--- config.mk ---
export PLATFORM = sky130hd
export DESIGN_NAME = pd_lock_seq
export DESIGN_NICKNAME = d
export VERILOG_FILES = /design/src/rtl/pd_lock_seq.sv
export SDC_FILE = /design/constraint.sdc
export NUM_CORES = 1
export LEC_CHECK = 0
export CAP_MARGIN = 20
export CORE_MARGIN = 4
export CORE_UTILIZATION = 35
export DETAILED_ROUTE_END_ITERATION = 10
export PLACE_DENSITY_LB_ADDON = 0.3
export SLEW_MARGIN = 5
export SYNTH_ARGS = -nofsm -noshare
export SYNTH_HDL_FRONTEND = slang
export SYNTH_SLANG_ARGS = --single-unit
--- constraint.sdc ---
create_clock -name clk -period 3.5 [get_ports clk]
set_input_delay 0.35 -clock clk [delete_from_list [all_inputs] [get_ports clk]]
set_output_delay 0.35 -clock clk [all_outputs]
set_load 0.02 [all_outputs]
--- src/rtl/pd_lock_seq.sv ---
// Lock sequencer for the phase-detector loop: acquire/lock/track/fault FSM driving the detector window.
// All outputs registered; width_win moves with state, delay_len follows one clock later.
module pd_lock_seq #(
  parameter int         WIDTH_TMR  = 21,
  parameter int         WIDTH_ERR  = 22,
  parameter logic [9:0] WIN_ACQ    = 10'd1000,
  parameter logic [9:0] WIN_TRK    = 10'd64,
  parameter int         LOCK_THR   = 1024,
  parameter int         UNLOCK_THR = 4096,
  parameter int         LOCK_CNT   = 8,
  parameter int         UNLOCK_CNT = 4,
  parameter int         WD_CYC     = 2500000
) (
  input  logic                        clk,
  input  logic                        reset,
  input  logic                        enable,
  input  logic [WIDTH_TMR-1:0]        period_in,
  input  logic                        sample_in,
  input  logic signed [WIDTH_ERR-1:0] err_in,
  output logic [9:0]                  width_win,
  output logic [WIDTH_TMR-1:0]        delay_len,
  output logic                        loop_en,
  output logic                        locked,
  output logic                        lock_lost,
  output logic                        fault,
  output logic [1:0]                  state
);

  localparam int GW = $clog2(LOCK_CNT + 1);
  localparam int BW = $clog2(UNLOCK_CNT + 1);
  localparam logic [21:0] WD_MAX = 22'(WD_CYC);

  typedef enum logic [1:0] {IDLE = 2'd0, ACQ = 2'd1, LOCK = 2'd2, FAULT = 2'd3} state_t;

  state_t                 cur_state, nxt_state;
  logic [GW-1:0]          good_cnt, good_nxt, good_inc;
  logic [BW-1:0]          bad_cnt, bad_nxt, bad_inc;
  logic [21:0]            wd_cnt, wd_nxt;
  logic [WIDTH_ERR-1:0]   abs_err;
  logic [WIDTH_TMR-1:0]   half_win, delay_nxt;

  assign state = cur_state;

  // The most negative error has no positive twin, so it clamps to the largest magnitude.
  always_comb begin
    if (err_in == {1'b1, {(WIDTH_ERR-1){1'b0}}})
      abs_err = {1'b0, {(WIDTH_ERR-1){1'b1}}};
    else if (err_in[WIDTH_ERR-1])
      abs_err = $unsigned(-err_in);
    else
      abs_err = $unsigned(err_in);
  end

  assign good_inc = (good_cnt == GW'(LOCK_CNT))   ? good_cnt : good_cnt + 1'b1;
  assign bad_inc  = (bad_cnt  == BW'(UNLOCK_CNT)) ? bad_cnt  : bad_cnt + 1'b1;

  assign half_win  = WIDTH_TMR'(width_win[9:1]);
  assign delay_nxt = (period_in <= half_win) ? WIDTH_TMR'(1) : period_in - half_win;

  always_comb begin
    nxt_state = cur_state;
    good_nxt  = good_cnt;
    bad_nxt   = bad_cnt;
    wd_nxt    = wd_cnt;
    case (cur_state)
      IDLE: begin
        good_nxt = '0;
        bad_nxt  = '0;
        wd_nxt   = '0;
        nxt_state = ACQ;
      end
      ACQ, LOCK: begin
        if (sample_in) begin
          wd_nxt = '0;
          if (cur_state == ACQ) begin
            if (abs_err <= WIDTH_ERR'(LOCK_THR)) begin
              good_nxt = good_inc;
              if (good_inc == GW'(LOCK_CNT)) begin
                nxt_state = LOCK;
                bad_nxt   = '0;
              end
            end else begin
              good_nxt = '0;
            end
          end else begin
            if (abs_err > WIDTH_ERR'(UNLOCK_THR)) begin
              bad_nxt = bad_inc;
              if (bad_inc == BW'(UNLOCK_CNT)) begin
                nxt_state = ACQ;
                good_nxt  = '0;
              end
            end else begin
              bad_nxt = '0;
            end
          end
        end else if (wd_cnt == WD_MAX) begin
          nxt_state = FAULT;
        end else begin
          wd_nxt = wd_cnt + 1'b1;
        end
      end
      default: wd_nxt = '0;
    endcase
    // Dropping enable overrides everything else, including an idle-state start.
    if (!enable) nxt_state = IDLE;
  end

  always_ff @(posedge clk or posedge reset) begin
    if (reset) begin
      cur_state <= IDLE;
      good_cnt  <= '0;
      bad_cnt   <= '0;
      wd_cnt    <= '0;
      width_win <= WIN_ACQ;
      delay_len <= '0;
      loop_en   <= 1'b0;
      locked    <= 1'b0;
      lock_lost <= 1'b0;
      fault     <= 1'b0;
    end else begin
      cur_state <= nxt_state;
      good_cnt  <= good_nxt;
      bad_cnt   <= bad_nxt;
      wd_cnt    <= wd_nxt;
      width_win <= (nxt_state == LOCK) ? WIN_TRK : WIN_ACQ;
      delay_len <= delay_nxt;
      loop_en   <= (nxt_state == ACQ) || (nxt_state == LOCK);
      locked    <= (nxt_state == LOCK);
      lock_lost <= (cur_state == LOCK) && (nxt_state == ACQ);
      fault     <= (nxt_state == FAULT);
    end
  end

endmodule
* After elaboration in Yosys (flattened, before gate mapping)
Cells that the tools add are included.
** Word-level totals
- Register bits after elaboration :: 66
- Output and inout bits :: 37
- Word-level logic and storage cells :: 72
- Input port bits :: 47
** Cells by class
- Muxes and demuxes :: 30
- Equal/unequal tests :: 17
- Add/sub/neg operators :: 5
- Reduce and logical (&&, ||, !) cells :: 7
- Order comparisons :: 3
** Operators with widths (count)
- $mux 22 :: 5
- $eq 22x22->1 const B :: 2
- $mux 4 :: 6
- $add 22x1->22 const B :: 1
- $gt 22x13->1 const B :: 1
- $le 22x11->1 const B :: 1
- $neg 22->22 :: 1
- $le 21x9->1 :: 1
- $mux 21 :: 1
- $sub 21x9->21 :: 1
- $mux 3 :: 6
- $mux 2 :: 8
- $ne 3x3->1 const B :: 5
- $mux 10 :: 1
- $eq 4x4->1 const B :: 2
- $pmux 4 s2 :: 1
- $reduce_and 4->1 :: 2
- $eq 2x2->1 const B :: 3
- $eq 3x3->1 const B :: 2
- $pmux 3 s2 :: 1
- $add 4x1->4 const B :: 1
- $eq 2x1->1 const B :: 2
- $pmux 2 s2 :: 1
- $add 3x1->3 const B :: 1
- 6 further kinds :: 6

* Depth between registers and ports, before layout
- Depth after elaboration :: 11
- Mapped depth :: 13
- Depth with buffers taken out :: 12

* Least setup slack after synthesis
OpenSTA, ideal clock, no wires.
- Path kind :: input to register
- Start point :: input port err_in[0]
- End point :: register loop_en
- Library setup time :: 63 ps
- Path buffers :: 1
- Data arrival time :: 3337 ps
- Setup slack :: 100 ps
- Data required time :: 3437 ps
- Stages :: 13
- Cells stage by stage :: inv_1 ha_1 or3b_2 clkbuf_1 o41ai_1 xor2_1 o31ai_1 or4_4 a21oi_2 o31ai_1 a31oi_1 ha_1 inv_1
** On the way
- Cells in the longest elaborated chain, start to end :: 11
** RTL lines
- start, declared :: RTL line 19 : input logic signed [WIDTH_ERR-1:0] err_in,
- $neg 22->22 :: RTL line 49 : abs_err = $unsigned(-err_in);
- $mux 22 :: RTL line 48 : else if (err_in[WIDTH_ERR-1])
- $mux 22 * :: RTL line 46 : if (err_in == {1'b1, {(WIDTH_ERR-1){1'b0}}})
- $gt 22x13->1 or $le 22x11->1 (tied branches) :: RTL line 86, 76
- $mux 2, on equally long branches :: RTL line 86, 76
- $mux 2 * :: RTL line 75 : if (cur_state == ACQ) begin
- $mux 2 * :: RTL line 73 : if (sample_in) begin
- $pmux 2 s2 * :: RTL line 65 : case (cur_state)
- $mux 2 * :: RTL line 105 : if (!enable) nxt_state = IDLE;
- via nxt_state[1] :: RTL line 35 : state_t cur_state, nxt_state;
- $eq 2x1->1 or $eq 2x2->1 (tied branches) :: RTL line 127 : loop_en <= (nxt_state == ACQ) || (nxt_state == LOCK);
- $logic_or 1x1->1 * :: RTL line 127
- end signal, assigned :: RTL line 127
- end, declared :: RTL line 22 : output logic loop_en,
The timed path passes the listed nets; every way through them passes the cells marked *.
A chain may end at the register's enable or synchronous reset.

* Final worst setup path
- Start point :: input port err_in[7]
- End point :: register lock_lost
** On the way
- Cells in the longest elaborated chain, start to end :: 11
** RTL lines
- $neg 22->22 :: RTL line 49
- $mux 22 :: RTL line 48
- $mux 22 * :: RTL line 46
- $gt 22x13->1 or $le 22x11->1 (tied branches) :: RTL line 86, 76
- $mux 2, on equally long branches :: RTL line 86, 76
- $mux 2 * :: RTL line 75
- $mux 2 * :: RTL line 73
- $pmux 2 s2 * :: RTL line 65
- $mux 2 * :: RTL line 105
- via nxt_state[0] :: RTL line 35
- $eq 2x1->1 * :: RTL line 129 : lock_lost <= (cur_state == LOCK) && (nxt_state == ACQ);
- $logic_and 1x1->1 * :: RTL line 129
- end signal, assigned :: RTL line 129
- end, declared :: RTL line 24 : output logic lock_lost,
Marked as above.

==> out/qor.csv <==
stage,metric,value,unit
logic_synthesis,area fraction in compound gates after synthesis,0.1427,
global_routing,Global Route met2 Usage,0.2583,
worst_setup_path,largest stage delay on the critical path,610,ps
worst_setup_path,Setup crit end kind,register,
worst_setup_path,CP startpoint kind,input pin,
global_routing,number of global-route vias before repair,3595,
global_routing,largest net degree at the start of global routing,35,
clocking,"Clk Latency, worst-skew pair",330,ps
clocking,Worst-path clk slew,60,ps
timing,Final min period,3441,ps
cells_and_area,ant diodes,0,
global_routing,total gr overflow,0,
clocking,Max clock buf depth,2,
worst_hold_path,Worst Hold Class,in2async,
worst_setup_path,Crit-path slowest cell,or4_4,
power_and_ir_drop,PD cells,371.7,nW/µm²
cells_and_area,Finished Cell Area,5493,µm²
timing,Final setup viols,0,
clocking,root buffer cell,clkbuf_8,
global_routing,total track usage,0.1568,
timing,hold slack,455.0,ps
placement,IO Port Bufs,78,
outcome,status,"complete, no violations",
job,maxcap violations,0,
cells_and_area,area delta synth->final,41.07,%
worst_setup_path,critical path class,in2reg,
placement,final HPWL from detailed placement,7527,µm
floorplan,core area,10840,µm²
logic_synthesis,multiplexer share of the synthesized area,0.005463,
timing,endpoints failing hold,0,
cells_and_area,number of fill cells,1029,
cells_and_area,most frequent cells in the layout,"clkdlybuf4s50_1 (73), nor2_1 (65), dfrtp_1 (56)",
detailed_routing,Routed Antenna Nets,0,
power_and_ir_drop,leakage power,0.002289,µW
global_routing,met3 Usage GRT,0.04828,
logic_synthesis,Post-synth EDFFs,0,
worst_setup_path,worst reg2reg path startpoint,width_win[8],
cells_and_area,fraction of layout instances using a drive strength above 1,0.1721,
placement,post-placement cell area,5075,µm²
logic_synthesis,fraction of registers with async set/reset,1.000,
logic_synthesis,Synth Warn #,0,
floorplan,Total Die Area,12880,µm²
detailed_routing,1st-pass router iterations,4,
detailed_routing,drt drc,0,
global_routing,GR Util met1,0.2032,
global_routing,grt peak-use layer,met2,
detailed_routing,drt initial violations,185,
logic_synthesis,largest family of logic cells by synthesized area,simple AND/OR/NAND/NOR gates,
clocking,TritonCTS clock tree,done,
power_and_ir_drop,VDD IR max,0.2511,mV
logic_synthesis,Syn Inst Count,454,
logic_synthesis,Seq cells post-synth,57,
timing,Slew HR,0.5046,
worst_setup_path,R2R cell count,9,
logic_synthesis,sequential fraction of the synthesis area,0.3666,
timing,Achievable Freq,290.6,MHz
floorplan,Initial Util,0.3592,
clocking,H-tree depth,3,
worst_setup_path,"critical path, cell by cell",clkdlybuf4s50_1 > or4_4 > buf_6 > o41ai_4 > xor2_1 > o31ai_2 > or4_4 > a21oi_4 > o21ai_0 > a21o_1 > ha_1 > and2_1,
detailed_routing,vias per cell,5.119,
logic_synthesis,xor/xnor cell area share of the yosys netlist,0.08548,
floorplan,Die Y,113.5,µm
worst_setup_path,critical path peak fanout,5,
placement,pre-CTS WS,-430.8,ps
logic_synthesis,unique cell type count in the Yosys netlist,58,
floorplan,IO Count,84,
cells_and_area,"most common cell after layout, fill and taps aside",clkdlybuf4s50_1,
detailed_routing,vias after detailed routing,3691,
timing,worst setup margin,58.71,ps
floorplan,Die Span X,113.5,µm
logic_synthesis,mapped cell area,3894,µm²
clocking,number of clock sinks,57,
logic_synthesis,Mean Syn Cell Area,8.577,µm²
timing,"Slew Viols, Final",0,
timing,Tcrit/Tclk final,0.9832,
worst_setup_path,CP Data Required Time,3720,ps
clocking,TritonCTS Buffers,9,
logic_synthesis,Post-Synth Simple-Gate Area,0.2735,
logic_synthesis,Most used DFF post-synth,dfrtp_1,
worst_setup_path,arrival time worst endpoint,3660,ps
cells_and_area,Nets,644,
detailed_routing,drt total wl,10110,µm
timing,Worst-Margin Slew,741.2,ps
detailed_routing,WL per Instance,14.02,µm
placement,GP Congestion,0.8628,
logic_synthesis,Adder-Cell Fraction of Synth Area,0.06748,
global_routing,first-pass GRT wire length,16630,µm
worst_setup_path,CP most frequent cell,or4_4,
global_routing,antenna violations before repair,0,
cells_and_area,fin util,0.5067,
floorplan,Cell Rows,38,
worst_setup_path,Worst Setup SP,err_in[7],
timing,Worst Skew,9.478,ps
timing repair:
action / 4_1_cts / 5_1_grt
endpoints found under the setup margin: 3 / 8
setup buffers: 0 / 8
resized for setup: 4 / 30
hold buffers: 0 / 0
pin swaps: 1 / 11
gates cloned: 0 / 0
synthesized netlist by cell type, types with 3 or more instances:
master,count,area share
buf_4,9,0.017
or3_1,12,0.019
nand2b_1,7,0.011
nor2_1,65,0.063
nand3_1,17,0.022
a211o_1,3,0.0067
and2_1,3,0.0048
nor3b_1,3,0.0058
ha_1,21,0.067
nand2_1,32,0.031
nor2b_1,5,0.0080
or4_1,9,0.017
nor3_1,17,0.022
xor2_1,19,0.043
a21oi_1,21,0.027
inv_1,28,0.027
dfrtp_1,56,0.36
a31oi_1,4,0.0064
xnor2_1,19,0.043
a21o_1,3,0.0058
nor4_1,11,0.018
nand4_1,7,0.011
o21bai_1,3,0.0058
nand4b_1,3,0.0067
clkbuf_1,9,0.0087
or2_2,4,0.0064
a211oi_1,5,0.0096
o31ai_1,4,0.0077
buf_2,3,0.0039
o21ai_0,10,0.013
o211ai_1,4,0.0077
o41ai_1,3,0.0067
worst max-delay path: cells and delay by family:
kind,cells,cell delay [ps]
and+or+nand+nor,3,1320
xor gates and xnor gates,1,280
adders and majority gates,1,200
buffers and inverters,2,570
AOI/OAI and AO/OA,5,950
area by class of cell:
class | count | area, µm² | share of cell area
sequential | 57 | 1428 | 0.2599
clock buffer | 13 | 148.9 | 0.02711
inverter | 28 | 105.1 | 0.01913
timing repair buffer | 129 | 1184 | 0.2155
tap | 140 | 175.2 | 0.03189
multi-input combinational | 351 | 2412 | 0.4392
clock inverter | 3 | 40.04 | 0.007289
metrics by stage:
step	TNS, ps	total power (µW)	std cells
2_1_floorplan	0	1138	457
3_3_place_gp	-2238	1404	698
3_5_place_dp	-3099	1414	698
4_1_cts	-20.36	2025	714
5_1_grt	-63.85	2180	721
6_report	0	2042	721
power breakdown:
group          internal [µW]  switching [µW]  total (µW)
clock network            347             254         601
logic                    327             362         688
registers                713            40.0         753
flip-flops by register name (all words and copies together) (netlist names):
| name | count |
|---|---|
| bad_cnt | 3 |
| delay_len | 21 |
| fault | 1 |
| good_cnt | 4 |
| lock_lost | 1 |
| locked | 1 |
| loop_en | 1 |
| state | 2 |
| wd_cnt | 22 |
| width_win | 1 |
routing by layer:
layer,part of all wire,vias to the layer above,wire length [µm]
met1,0.45,1747,4544
met2,0.48,90,4872
met4,0.0090,0,91
met3,0.060,8,605
met5,0,-,0
li1,-,1846,-
path summary, 6_finish.rpt:
path                            slack (ps)            end
min in group clk                       540     bad_cnt[1]
worst max-delay path                    60      lock_lost
worst min register to register         540     bad_cnt[1]
max in group asynchronous             2200   width_win[8]
worst min-delay path                   450     wd_cnt[10]
worst max register to register         720  delay_len[18]
cells by family (layout without fill, tap and decap cells):
kind of cell               Yosys count  count (layout)
xor gates and xnor gates            38              38
DFF                                 57              57
buffers and inverters               49             173
other                                2               5
muxes                                2               2
and+or+nand+nor                    207             207
AOI/OAI and AO/OA                   78              78
adders and majority gates           21              21
No activity file was read; power rests on OpenSTA's default activity.
